## src/rtl/program_memory_loader_if.sv

```systemverilog
// Byte-stream and memory-write bundle for program_memory_loader.
// master = byte source / memory side, slave = the loader itself.
interface program_memory_loader_if #(
  parameter int MEMORY_DEPTH = 32,
  parameter int DATA_WIDTH   = 32
);
  logic                          Start;
  logic [$clog2(MEMORY_DEPTH):0] WordCount;
  logic                          ByteValid;
  logic [7:0]                    ByteData;
  logic                          ByteReady;
  logic                          MemWrite;
  logic [DATA_WIDTH-1:0]         MemAddress;
  logic [DATA_WIDTH-1:0]         MemWriteData;
  logic                          Busy;
  logic                          Done;
  logic                          Error;

  modport master (
    output Start, WordCount, ByteValid, ByteData,
    input  ByteReady, MemWrite, MemAddress, MemWriteData, Busy, Done, Error
  );

  modport slave (
    input  Start, WordCount, ByteValid, ByteData,
    output ByteReady, MemWrite, MemAddress, MemWriteData, Busy, Done, Error
  );
endinterface

```

## src/rtl/program_memory_loader.sv

```systemverilog
// Assembles a little-endian byte stream into 32-bit words and writes them to instruction memory.
// Optional trailing checksum byte when LOADER_CHECKSUM_EN is defined.
module program_memory_loader #(
  parameter int MEMORY_DEPTH = 32,
  parameter int DATA_WIDTH   = 32
) (
  input logic                  clk,
  input logic                  reset,
  program_memory_loader_if.slave bus
);
  localparam int CW = $clog2(MEMORY_DEPTH) + 1;

`ifdef LOADER_CHECKSUM_EN
  typedef enum logic [2:0] {S_IDLE, S_RECV, S_WRITE, S_CHECK, S_DONE} state_t;
`else
  typedef enum logic [2:0] {S_IDLE, S_RECV, S_WRITE, S_DONE} state_t;
`endif

  state_t                r_state;
  state_t                w_next;
  logic [CW-1:0]         r_count;
  logic [CW-1:0]         r_word_idx;
  logic [1:0]            r_byte_idx;
  logic [DATA_WIDTH-1:0] r_word;
  logic                  r_error;
  logic                  w_len_bad;
  logic                  w_last_word;
  logic                  w_ready;
  logic                  w_mem_write;
  logic                  w_busy;
  logic                  w_done;
  logic [DATA_WIDTH-1:0] w_addr;
  logic [DATA_WIDTH-1:0] w_wdata;
`ifdef LOADER_CHECKSUM_EN
  logic [7:0]            r_sum;
`endif

  assign w_len_bad   = (bus.WordCount == '0) || (bus.WordCount > CW'(MEMORY_DEPTH));
  assign w_last_word = (r_word_idx == (r_count - CW'(1)));

  always_comb begin
    w_next      = r_state;
    w_ready     = 1'b0;
    w_mem_write = 1'b0;
    w_busy      = 1'b1;
    w_done      = 1'b0;
    w_addr      = '0;
    w_wdata     = '0;
    case (r_state)
      S_IDLE: begin
        w_busy = 1'b0;
        if (bus.Start) w_next = w_len_bad ? S_DONE : S_RECV;
      end
      S_RECV: begin
        w_ready = 1'b1;
        if (bus.ByteValid && (r_byte_idx == 2'd3)) w_next = S_WRITE;
      end
      S_WRITE: begin
        w_mem_write = 1'b1;
        w_addr      = {{(DATA_WIDTH-CW-2){1'b0}}, r_word_idx, 2'b00};
        w_wdata     = r_word;
        if (w_last_word) begin
`ifdef LOADER_CHECKSUM_EN
          w_next = S_CHECK;
`else
          w_next = S_DONE;
`endif
        end else begin
          w_next = S_RECV;
        end
      end
`ifdef LOADER_CHECKSUM_EN
      S_CHECK: begin
        w_ready = 1'b1;
        if (bus.ByteValid) w_next = S_DONE;
      end
`endif
      S_DONE: begin
        w_done = 1'b1;
        w_next = S_IDLE;
      end
      default: w_next = S_IDLE;
    endcase
  end

  always_ff @(posedge clk) begin
    if (reset) begin
      r_state    <= S_IDLE;
      r_count    <= '0;
      r_word_idx <= '0;
      r_byte_idx <= '0;
      r_word     <= '0;
      r_error    <= 1'b0;
`ifdef LOADER_CHECKSUM_EN
      r_sum      <= '0;
`endif
    end else begin
      r_state <= w_next;
      case (r_state)
        S_IDLE: begin
          if (bus.Start) begin
            r_count    <= bus.WordCount;
            r_word_idx <= '0;
            r_byte_idx <= '0;
            r_word     <= '0;
            r_error    <= w_len_bad;
`ifdef LOADER_CHECKSUM_EN
            r_sum      <= '0;
`endif
          end
        end
        S_RECV: begin
          if (bus.ByteValid) begin
            r_word[{r_byte_idx, 3'b000} +: 8] <= bus.ByteData;
            // Byte index wraps 3 -> 0, ready for the next word.
            r_byte_idx <= r_byte_idx + 2'd1;
`ifdef LOADER_CHECKSUM_EN
            r_sum      <= r_sum + bus.ByteData;
`endif
          end
        end
        S_WRITE: begin
          if (!w_last_word) r_word_idx <= r_word_idx + CW'(1);
        end
`ifdef LOADER_CHECKSUM_EN
        S_CHECK: begin
          if (bus.ByteValid) r_error <= r_error | (bus.ByteData != r_sum);
        end
`endif
        default: ;
      endcase
    end
  end

  assign bus.ByteReady    = w_ready;
  assign bus.MemWrite     = w_mem_write;
  assign bus.MemAddress   = w_addr;
  assign bus.MemWriteData = w_wdata;
  assign bus.Busy         = w_busy;
  assign bus.Done         = w_done;
  assign bus.Error        = r_error;
endmodule
```

## src/flat_wrapper.sv

```systemverilog
// flat-port wrapper written by rule: the top's interface ports become plain ports
module program_memory_loader_flat 
#(
  parameter int MEMORY_DEPTH = 32,
  parameter int DATA_WIDTH   = 32
)
  (clk, reset, bus_Start, bus_WordCount, bus_ByteValid, bus_ByteData, bus_ByteReady, bus_MemWrite, bus_MemAddress, bus_MemWriteData, bus_Busy, bus_Done, bus_Error);
  program_memory_loader_if #(.MEMORY_DEPTH(MEMORY_DEPTH), .DATA_WIDTH(DATA_WIDTH)) bus_i ();
  input logic clk;
  input logic reset;
  input wire logic [$bits(bus_i.Start)-1:0] bus_Start;
  input wire logic [$bits(bus_i.WordCount)-1:0] bus_WordCount;
  input wire logic [$bits(bus_i.ByteValid)-1:0] bus_ByteValid;
  input wire logic [$bits(bus_i.ByteData)-1:0] bus_ByteData;
  output wire logic [$bits(bus_i.ByteReady)-1:0] bus_ByteReady;
  output wire logic [$bits(bus_i.MemWrite)-1:0] bus_MemWrite;
  output wire logic [$bits(bus_i.MemAddress)-1:0] bus_MemAddress;
  output wire logic [$bits(bus_i.MemWriteData)-1:0] bus_MemWriteData;
  output wire logic [$bits(bus_i.Busy)-1:0] bus_Busy;
  output wire logic [$bits(bus_i.Done)-1:0] bus_Done;
  output wire logic [$bits(bus_i.Error)-1:0] bus_Error;
  assign bus_i.Start = bus_Start;
  assign bus_i.WordCount = bus_WordCount;
  assign bus_i.ByteValid = bus_ByteValid;
  assign bus_i.ByteData = bus_ByteData;
  assign bus_ByteReady = bus_i.ByteReady;
  assign bus_MemWrite = bus_i.MemWrite;
  assign bus_MemAddress = bus_i.MemAddress;
  assign bus_MemWriteData = bus_i.MemWriteData;
  assign bus_Busy = bus_i.Busy;
  assign bus_Done = bus_i.Done;
  assign bus_Error = bus_i.Error;
  program_memory_loader #(.MEMORY_DEPTH(MEMORY_DEPTH), .DATA_WIDTH(DATA_WIDTH)) u_core (.clk(clk), .reset(reset), .bus(bus_i));
endmodule
```

## config.mk

```make
export PLATFORM = sky130hd
export DESIGN_NAME = program_memory_loader_flat
export DESIGN_NICKNAME = d
export VERILOG_FILES = /design/src/rtl/program_memory_loader_if.sv /design/src/rtl/program_memory_loader.sv /design/src/flat_wrapper.sv
export SDC_FILE = /design/constraint.sdc
export NUM_CORES = 1
export LEC_CHECK = 0
export ABC_AREA = 1
export BUFFER_PORTS_ARGS = -buffer_cell sky130_fd_sc_hd__buf_4
export CAP_MARGIN = 15
export CORE_UTILIZATION = 52
export CTS_CLUSTER_DIAMETER = 40
export DETAILED_ROUTE_END_ITERATION = 12
export PLACE_DENSITY = 0.91
export SYNTH_ARGS = -nofsm -noshare
export SYNTH_HDL_FRONTEND = slang
export SYNTH_SLANG_ARGS = --single-unit
```

## constraint.sdc

```tcl
create_clock -name clk -period 2.2 [get_ports clk]
set_input_delay 0.22 -clock clk [delete_from_list [all_inputs] [get_ports clk]]
set_output_delay 0.22 -clock clk [all_outputs]
set_load 0.01 [all_outputs]
```

After elaboration in Yosys (flattened, before gate mapping)
Index checks and enable logic that the tools add are counted.
- memories kept: 0
- input port bits: 18
- output and inout port bits: 69
- bits in registers: 50
- memory bits (writable): 0
- word-level logic and storage cells: 53
- memory bits (read-only): 0
- latch bits: 0
- divide/modulo/power cells: 0
- muxes and demuxes: 21
- reductions and logical operators: 10
- $add $sub $neg: 4
- $lt $le $gt $ge: 1
- bitwise gates (word level): 0
- multipliers: 0
- eq/ne operators: 9
- shifts and indexed selects: 2
- operators by type and width (kind ; number):
    2-to-1 mux 32 bit ; 3
    case mux 32 bit (2 select lines) ; 1
    bitwise mux 32 bit ; 1
    variable shift 8 x 7 -> 32 bit, first input constant ; 1
    indexed part select 8 x 7 -> 32 bit ; 1
    2-to-1 mux 6 bit ; 2
    case mux 6 bit (2 select lines) ; 1
    case mux 3 bit (3 select lines) ; 1
    2-to-1 mux 2 bit ; 4
    2-to-1 mux 8 bit ; 1
    negator 5 -> 7 bit ; 1
    adder 6 x 1 -> 6 bit, second input constant ; 1
    equality test 3 x 2 -> 1 bit, second input constant ; 2
    equality test 6 bit ; 1
    > comparator 6 bit, second input constant ; 1
    zero test 6 bit ; 1
    2-to-1 mux 3 bit ; 2
    inequality test 2 bit, second input constant ; 3
    AND reduction 3 bit ; 2
    subtractor 6 x 1 -> 6 bit, second input constant ; 1
    2-to-1 mux 1 bit ; 4
    case mux 2 bit (2 select lines) ; 1
    AND reduction 2 bit ; 2
    nonzero test 2 bit ; 2
    other kinds (7) ; 7

Longest topological paths before layout
Gate-level depths: netlist (run 1).
- word-level depth: 5
- mapped depth: 14
- mapped depth without buffers: 14

Worst setup path after synthesis (run 1)
OpenSTA, ideal clock, no wires.
- kind: register -> register
- from: reg u_core.r_byte_idx[0]
- to: reg u_core.r_word[0]
- clock period less this slack: 1.928 ns
- library setup time: 0.081 ns
- buffers on the path: 1
- setup slack: 0.272 ns
- cell stages (with the launch flop): 7
- required time: 2.119 ns
- arrival: 1.848 ns
- cell sequence: dfxtp_1 buf_2 inv_1 ha_1 nor4_2 a21oi_1 a211oi_2
- cells in the longest elaborated chain, start to end: 5
- elaborated cells between the ends (all ways): 6
- classes of those cells: 1 x add/sub; 2 x shift; 3 x mux
- RTL lines (what ; RTL line ; RTL):
    start, declared ; program_memory_loader.sv:23 ; logic [1:0] r_byte_idx;
    start signal, assigned ; program_memory_loader.sv:116 ; r_byte_idx <= r_byte_idx + 2'd1;
    negator 5 -> 7 bit (*) ; program_memory_loader.sv:114 ; r_word[{r_byte_idx, 3'b000} +: 8] <= bus.ByteData;
    indexed part select 8 x 7 -> 32 bit / variable shift 8 x 7 -> 32 bit (equally long branches) ; program_memory_loader.sv:114 ;
    bitwise mux 32 bit (*) ; program_memory_loader.sv:114 ;
    2-to-1 mux 32 bit (*) ; program_memory_loader.sv:113 ; if (bus.ByteValid) begin
    case mux 32 bit (2 select lines) (*) ; program_memory_loader.sv:99 ; case (r_state)
    end signal, assigned by index ; program_memory_loader.sv:114 ;
    end, declared ; program_memory_loader.sv:24 ; logic [DATA_WIDTH-1:0] r_word;
Every way passes the cells marked *; elsewhere a longest branch is shown, timed or not. The select of a mux whose other input is x is not followed.
A chain may end at the register's enable or synchronous reset.

Final worst setup path (run 1)
- from: reg u_core.r_state[1]
- to: out bus_MemWriteData[17]
- cells in the longest elaborated chain, start to end: 2
- RTL lines (what ; RTL line ; RTL):
    start, declared ; program_memory_loader.sv:19 ; state_t r_state;
    start signal, assigned ; program_memory_loader.sv:98 ; r_state <= w_next;
    equality test 3 x 2 -> 1 bit ; program_memory_loader.sv:49 ; case (r_state)
    2-to-1 mux 32 bit ; program_memory_loader.sv:49 ;
    end, declared ; flat_wrapper.sv:18 ; output wire logic [$bits(bus_i.MemWriteData)-1:0] bus_MemWriteData;
No other way between the ends.

==> results.toml, run 1 <==
[synthesis]
synth_edf_count = 0
ys_ff_latch = 49
synth_top_family_by_area = "simple AND/OR/NAND/NOR gates"
synthTopCellsByArea = "dfxtp_1 (33%), inv_1 (9.5%), nor2_1 (8.8%)"
synth.distinct_cells = 34
synthSimpleGateAreaFrac_pct = 21.87
seq_area_frac_synth_pct = 33.23
syn_inst = 420
synth_fa_ha_area_share_pct = 2.967
synth_xor_area_share_pct = 2.374
yosys.area.top_type_share_pct = 33.23
synth_compound_area_share_pct = 20.31
synth_mux_area_share_pct = 0
yosysTopAreaCell = "dfxtp_1"
async_flop_share_pct = 0
synth_ff_type = "dfxtp_1"
yosys_warnings = 0
synth_area_um2 = 2952
synth_area_per_cell_um2 = 7.028

[die]
io_pins = 87
initial_core_util_pct = 53.93
die_w_um = 77.34
fp.dieH_um = 77.34
dieArea_um2 = 5981
rows = 27
core_area_um2 = 5473

[finish]
fin_util_pct = 62.96
stdcell_count = 548
fin_nets = 500
drive_gt1_share_pct = 22.27
syn_to_final_growth_pct = 16.74
antenna_cells = 0
fin_area_um2 = 3446

[detailed_routing]
wl_per_cell_um = 12.25
drcViolationCount = 0
via_per_inst = 5.053
drtAntennaViolNets = 0
first_pass_iters = 5
wl_um = 6713
num_vias = 2769
drt_iter0_markers = 179

[clock_network]
cts.repair.resized = 0
clk_pin_slew_ns = 0.09
htree_levels = 2
cts-hold-fix-buffers = 0
cts_sinks = 49
post_cts_buffers = 0
cts_tree = "built"
clk_latency_ns = 0.31
cts-root-buf = "clkbuf_8"
clock_path_buffers = 2
cts-buffers-inserted = 5

[worst_hold_path]
hold_path_end = "u_core.r_count[5]"
hold_depth = 3
hold_class = "input pin to flop"
min-delay-start = "bus_WordCount[5]"

[worst_setup_path]
r2r_cells = 6
crit_type = "flop to output pin"
r2r-end = "u_core.r_word[30]"
cp.required_ns = 1.98
r2r_setup_slack_ns = 0.42
end_kind = "output pin"
cp-start-kind = "flop"
crit_fanout = 42
reg2reg_from = "u_core.r_byte_idx[0]"
crit_arrival_ns = 1.64

[sta]
setup_violations = 0
whs_ns = 0.1855
fin_setup_tns_ns = 0
worst_slack_ns = 0.3387
maxSlewViolCount = 0
fin_skew_ns = 0.009070
fin_crit_sh_pct = 84.60
finalCriticalPeriod_ns = 1.861
worst_pin_slew_ns = 0.7190
grt_setup_unrepaired = "no"
hold_viol = 0
slew_headroom_pct = 52.06
max_freq_ghz = 0.5373

[outcome]
status = "finished clean"

[place]
dp.cells = 540
dp_hpwl_um = 4890
globalplace.congestion = 0.9008
portBuffers = 60
dp_worst_setup_slack_ns = 0.4583
postPlaceCellArea_um2 = 3344

[power_and_ir_drop]
vdd_ir_drop_max_mv = 0.4081
power_density_nw_per_um2 = 720.1
leakagePower_nw = 1.619
p_total_mw = 2.481

[global_routing]
grt_pass1_vias = 2585
grt_pass1_wl_um = 11200
antenna_found_initial = 0
grt_max_degree = 43
overflow = 0
grt_usage_pct = 23.31

[job]
maxCapViolations = 0
==> layout make-up <==
class,instances,area [um^2]
Clock buffer,7,96.34
Clock inverter,1,5.005
Fill cell,469,2027
Inverter,80,300.3
Multi-Input combinational cell,276,1500
Sequential cell,49,980.9
Tap cell,72,90.09
Timing Repair Buffer,63,473.0
==> worst max path at each step <==
stage / startpoint / to / slack, ns / cells past startpoint
2_1_floorplan: u_core.r_byte_idx[0] / u_core.r_word[0] / 0.27 / 6
3_3_place_gp: u_core.r_count[0] / u_core.r_word_idx[1] / 0.57 / 11
3_5_place_dp: u_core.r_byte_idx[0] / u_core.r_word[30] / 0.46 / 6
4_1_cts: u_core.r_state[1] / bus_MemWriteData[17] / 0.34 / 6
5_1_grt: u_core.r_state[1] / bus_MemWriteData[15] / 0.24 / 6
6_report: u_core.r_state[1] / bus_MemWriteData[17] / 0.34 / 6
==> sequential cells by signal (all words and copies together) (netlist names) <==
signal	flops
u_core.r_state	2
u_core.bus.Error	1
u_core.r_count	6
u_core.r_word	32
u_core.r_byte_idx	2
u_core.r_word_idx	6
==> worst max-delay path, cell delays in order (launching register included) <==
cell and delay [ns]:
dfxtp_1 0.39, inv_2 0.07, nor2_2 0.20, inv_1 0.06, buf_4 0.27, nor2_1 0.19, buf_4 0.15
==> placed cells by master, fill, tap and decap left out, drive strengths merged <==
cell / netlist / routed
conb: 1 / 26
clkinv: 0 / 1
nor4: 1 / 1
dfxtp: 49 / 49
clkbuf: 4 / 7
ha: 7 / 7
o21ai: 20 / 20
nand3: 15 / 15
nand2: 49 / 49
buf: 36 / 63
or4: 1 / 1
a31oi: 1 / 1
nand4: 3 / 3
inv: 80 / 80
a211oi: 23 / 23
nor3: 2 / 2
xnor2: 2 / 2
o211ai: 1 / 1
xor2: 6 / 6
a21oi: 44 / 44
nor2: 75 / 75
==> synth_stat cells (2+ instances only) <==
master / instances
nor2_2: 5
inv_1: 75
nand3_1: 14
inv_2: 5
buf_2: 4
ha_1: 7
a211oi_1: 9
nor3_1: 2
xor2_1: 6
dfxtp_1: 49
nor2_1: 69
o21ai_0: 11
xnor2_1: 2
clkbuf_1: 4
a21oi_1: 44
buf_1: 4
buf_4: 27
o21ai_2: 3
o21ai_1: 5
nand2_1: 46
nand2_4: 2
nand4_1: 2
a211oi_2: 14
==> logic make-up (layout without fill, tap and decap cells) <==
logic type	count (synthesis)	in the layout
AND/OR/NAND/NOR	146	146
XOR/XNOR	8	8
flip-flops	49	49
adder cells (fa/ha/maj)	7	7
buffers and inverters	120	151
other	1	26
AO/OA/AOI/OAI	89	89
==> metal layers <==
layer	track usage (%)	wire length (um)
met4	10.38	114
met3	3.529	348
met5	0	0
met2	41.42	3332
met1	27.53	2917
==> power by group <==
part           total, mW  internal, mW  leakage, nW  switching (mW)
clock network      0.578         0.284       0.0542           0.294
logic              0.829         0.283         1.16           0.546
registers           1.07          1.02        0.403          0.0583
Note: power is estimated with default switching activity, not from simulation.
==> run 2, diff against run 1 <==
Clock period 2.2 ns to 1.9 ns, I/O delays scaled along.
==> run 2 against run 1 <==
Global-route usage decreased by 0.073 points. Die area stayed put. Critical path depth unchanged. Cell count rose by 0.18%. Non-clock buffer count grew 1. Wire length fell by 0.89%. First-iteration DRC count grew 37%. Clock power increased by 29%. Clock-buffer cell count shrank 1. Total power is 20% higher. Critical path type unchanged. Highest routed layer unchanged.
==> results.toml, run 2 (same netlist as run 1, synthesis figures left out) <==
[sta]
finalCriticalPeriod_ns = 1.787
maxSlewViolCount = 0
slew_headroom_pct = 52.22
fin_skew_ns = 0.01218
max_freq_ghz = 0.5597
worst_pin_slew_ns = 0.7165
fin_setup_tns_ns = 0
grt_setup_unrepaired = "no"
setup_violations = 0
fin_crit_sh_pct = 94.04
hold_viol = 0

[detailed_routing]
first_pass_iters = 5
num_vias = 2726
drcViolationCount = 0
drt_iter0_markers = 245
wl_um = 6653
drtAntennaViolNets = 0
via_per_inst = 4.965
wl_per_cell_um = 12.12

[global_routing]
grt_pass1_wl_um = 11110
grt_pass1_vias = 2431
grt_usage_pct = 23.23
antenna_found_initial = 0
grt_max_degree = 43
overflow = 0

[clock_network]
htree_levels = 2
clk_latency_ns = 0.31
clock_path_buffers = 2
cts-hold-fix-buffers = 0
cts-root-buf = "clkbuf_8"
cts_sinks = 49
cts_tree = "built"
clk_pin_slew_ns = 0.09
cts-buffers-inserted = 5

[die]
dieArea_um2 = 5981
initial_core_util_pct = 53.93
core_area_um2 = 5473
rows = 27
die_w_um = 77.34
fp.dieH_um = 77.34
io_pins = 87

[worst_setup_path]
r2r_setup_slack_ns = 0.14
worstSetupStartpoint = "u_core.r_state[1]"
reg2reg_from = "u_core.r_count[0]"
r2r-end = "u_core.r_word_idx[0]"
r2r_cells = 11
crit_type = "flop to output pin"
cp.required_ns = 1.71
end_kind = "output pin"
endpoint = "bus_MemWriteData[0]"
crit_fanout = 42
crit_arrival_ns = 1.60
cp-start-kind = "flop"

[finish]
top_register = "u_core.r_word"
syn_to_final_growth_pct = 17.85
layout_common_cells = "inv_1 (75), nor2_1 (69), buf_4 (63)"
seq_area_um2 = 980.9
top_regs = "u_core.r_word (32), u_core.r_count (6), u_core.r_word_idx (6)"
fin_nets = 501
fillers = 485
drive_gt1_share_pct = 22.43
largest_reg_flops = 32
layout_commonest_cell = "inv_1"
multi_input_area_um2 = 1511
antenna_cells = 0

[job]
maxCapViolations = 0

[power_and_ir_drop]
p_total_mw = 2.967
power_density_nw_per_um2 = 853.1
leakagePower_nw = 1.626
vdd_ir_drop_max_mv = 0.4573

[place]
portBuffers = 60
dp_hpwl_um = 4865
globalplace.congestion = 0.9006

[worst_hold_path]
min-delay-start = "bus_WordCount[5]"
hold_class = "input pin to flop"

[outcome]
status = "finished clean"
## run 2: changes by cell type in the layout (fill, tap and decap cells not counted)
cell       delta
clkbuf_8      -2
buf_6         +1
bufinv_16     +1
clkbuf_1      +1
clkinv_2      -1
clkinv_4      +1
ha_1          -1
ha_2          +1
nor4_2        -1
nor4_4        +1
## run 2: repair_timing
| item | in CTS | in global routing |
|---|---|---|
| buffers inserted | 0 | 1 |
| setup endpoints to repair | 0 | 40 |
| gates resized for setup | 0 | 2 |
## run 2: layout make-up
| cell class | count | area share [%] |
|---|---|---|
| inverters | 80 | 8.633 |
| clock buffers | 6 | 2.086 |
| clock inverters | 2 | 1.115 |
| repair buffers | 64 | 13.92 |
| well taps | 72 | 2.590 |
| flip-flops and latches | 49 | 28.20 |
| multi-input cells | 276 | 43.45 |
## run 2: worst min path at each step
stage / slack (ns) / to / cells past startpoint
floorplan: 0.36 / u_core.r_count[5] / 2
global placement: 0.45 / u_core.r_word[16] / 2
detailed placement: 0.45 / u_core.r_word[19] / 2
CTS: 0.16 / u_core.r_count[5] / 3
global route: 0.20 / u_core.r_count[1] / 3
finish: 0.16 / u_core.r_count[5] / 3
## run 2: report_power, final
group,total [mW],internal (mW),switching (mW)
Combinational,0.979,0.341,0.637
Sequential,1.25,1.18,0.0693
Clock,0.743,0.395,0.348
## run 2: through the flow
| step | setup WS (ns) | hold WS, ns | instance area, um^2 | cells | utilization (%) |
|---|---|---|---|---|---|
| floorplan | 0.03694 | 0.3567 | 3054 | 445 | - |
| global placement | 0.2041 | 0.4458 | 3353 | 540 | 61.27 |
| finish | 0.1132 | 0.1585 | 3478 | 549 | 63.56 |
| CTS | 0.04984 | 0.1593 | 3465 | 548 | 63.31 |
| detailed placement | 0.08556 | 0.4490 | 3353 | 540 | 61.27 |
| global route | 0.01429 | 0.1951 | 3478 | 549 | 63.56 |
## run 2: layer usage
layer	wire (um)	up-vias	GRT usage, %
met5	0	-	0
met2	3396	87	40.71
met1	2772	1253	28.18
met4	76	0	6.981
li1	-	1380	-
met3	408	6	5.176
## run 2: critical path: stages (launching register included)
cell	delay [ns]
dfxtp_1	0.40
inv_2	0.08
nor2_2	0.20
inv_1	0.08
buf_6	0.21
nor2_1	0.17
buf_4	0.15
==> run 3, diff against run 2 <==
Settings changed: CORE_ASPECT_RATIO set to 1.2.
==> run 3 against run 2 <==
Clock-buffer cell count decreased by 1. Core utilization grew 0.68 points. Sequential share of layout area rose by 0.24 points. Non-clock buffer count unchanged. Critical path depth increased by 5. Clock skew down 0.0046 ns. Cell count down 1.8%. Cell area shrank 0.83%. Die area hardly changed. Largest cell class unchanged.
==> results.toml, run 3 (same netlist as run 1, synthesis figures left out) <==
[finish]
drive_gt1_share_pct = 22.64
layout_common_cells = "inv_1 (75), nor2_1 (69), buf_4 (63)"
fin_nets = 501
top_regs = "u_core.r_word (32), u_core.r_count (6), u_core.r_word_idx (6)"
fin_util_pct = 64.24
fin_area_um2 = 3450
largest_reg_flops = 32
stdcell_count = 539
layout_commonest_cell = "inv_1"
syn_to_final_growth_pct = 16.87
top_register = "u_core.r_word"
antenna_cells = 0

[detailed_routing]
drt_iter0_markers = 125
via_per_inst = 5.071
wl_um = 6404
first_pass_iters = 6
wl_per_cell_um = 11.88
drtAntennaViolNets = 0
drcViolationCount = 0
num_vias = 2733

[worst_hold_path]
hold_depth = 3
min-delay-start = "bus_WordCount[5]"
hold_path_end = "u_core.r_count[5]"
hold_class = "input pin to flop"

[place]
portBuffers = 60
postPlaceCellArea_um2 = 3341
dp.cells = 530
globalplace.congestion = 0.8734
dp_worst_setup_slack_ns = 0.06921
dp_hpwl_um = 4805

[worst_setup_path]
r2r_setup_slack_ns = 0.15
path_depth = 11
r2r_cells = 11
crit_fanout = 8
r2r-end = "u_core.r_word_idx[1]"
cp.required_ns = 2.10
path_cells = "inv_1 > ha_1 > xnor2_1 > nor2_1 > nand2_1 > nor2_2 > nand3_4 > nand2_4 > inv_2 > nor2_1 > nor2_1"
crit_type = "flop to flop"
max_stage_delay_ns = 0.35
critPathBufInv = 2
cpMaxStageDelayCell = "ha_1"
critPathTopFamily = "simple AND/OR/NAND/NOR gates"
end_kind = "flop"
crit_arrival_ns = 1.95
reg2reg_from = "u_core.r_count[0]"
cp-start-kind = "flop"
path_common_cell = "nor2_1"

[die]
fp.dieH_um = 84.53
initial_core_util_pct = 54.96
rows = 29
core_area_um2 = 5370
io_pins = 87
die_w_um = 70.78
dieArea_um2 = 5983

[global_routing]
antenna_found_initial = 0
grt_max_degree = 43
grt_usage_pct = 22.80
overflow = 0
grt_pass1_wl_um = 11070
grt_pass1_vias = 2520

[clock_network]
cts-hold-fix-buffers = 0
clock_path_buffers = 2
cts-root-buf = "clkbuf_8"
cts-buffers-inserted = 5
cts_tree = "built"
clk_latency_ns = 0.31
clk_pin_slew_ns = 0.09
cts_sinks = 49
htree_levels = 2

[power_and_ir_drop]
p_total_mw = 2.847
leakagePower_nw = 1.616
power_density_nw_per_um2 = 825.2
vdd_ir_drop_max_mv = 0.5065

[sta]
fin_skew_ns = 0.007606
setup_violations = 0
worst_slack_ns = 0.1489
whs_ns = 0.1677
finalCriticalPeriod_ns = 1.751
hold_viol = 0
slew_headroom_pct = 51.85
grt_setup_unrepaired = "yes"
worst_pin_slew_ns = 0.7221
maxSlewViolCount = 0
max_freq_ghz = 0.5711
fin_setup_tns_ns = 0
fin_crit_sh_pct = 92.16

[job]
maxCapViolations = 0

[outcome]
status = "finished clean"
run 3: layout make-up:
type	instances	area, um^2
flip-flops and latches	49	980.9
inverters	80	300.3
fillers	459	1921
clock inverters	3	21.27
well taps	62	77.57
multi-input cells	276	1516
clock buffers	5	68.82
repair buffers	64	484.2
run 3: worst register-to-register path, delay by kind of cell (launching register included):
kind          cells  cell delay [ns]
simple gates      7             0.67
fa+ha+maj         1             0.35
flops             1             0.34
buf+inv           2             0.15
xor+xnor          1             0.14
run 3: power by group:
group	switching [mW]	internal [mW]
Sequential	0.0671	1.18
Clock	0.359	0.262
Combinational	0.641	0.343
Total	1.07	1.78
run 3: worst max path at each step:
stage                                     from                    to  slack [ns]
after floorplan           u_core.r_byte_idx[0]     u_core.r_word[14]        0.04
after global placement    u_core.r_byte_idx[0]      u_core.r_word[6]        0.21
after detailed placement  u_core.r_byte_idx[0]      u_core.r_word[0]        0.07
after CTS                 u_core.r_byte_idx[0]      u_core.r_word[0]        0.04
after global routing         u_core.r_state[0]     u_core.r_word[14]       -0.04
final                        u_core.r_count[0]  u_core.r_word_idx[1]        0.15
run 3: metal layers:
layer	global-route usage [%]	up-vias	part of all wire [%]
met1	27.11	1245	42
met5	0	-	0
met2	40.12	92	50
met3	3.361	21	5.2
met4	10.55	0	3.2
li1	-	1375	-
run 3: what timing repair did:
item	in CTS	in global routing
hold endpoints to repair	0	0
gates resized for setup	0	3
setup buffers	0	1
endpoints found under the setup margin	0	32
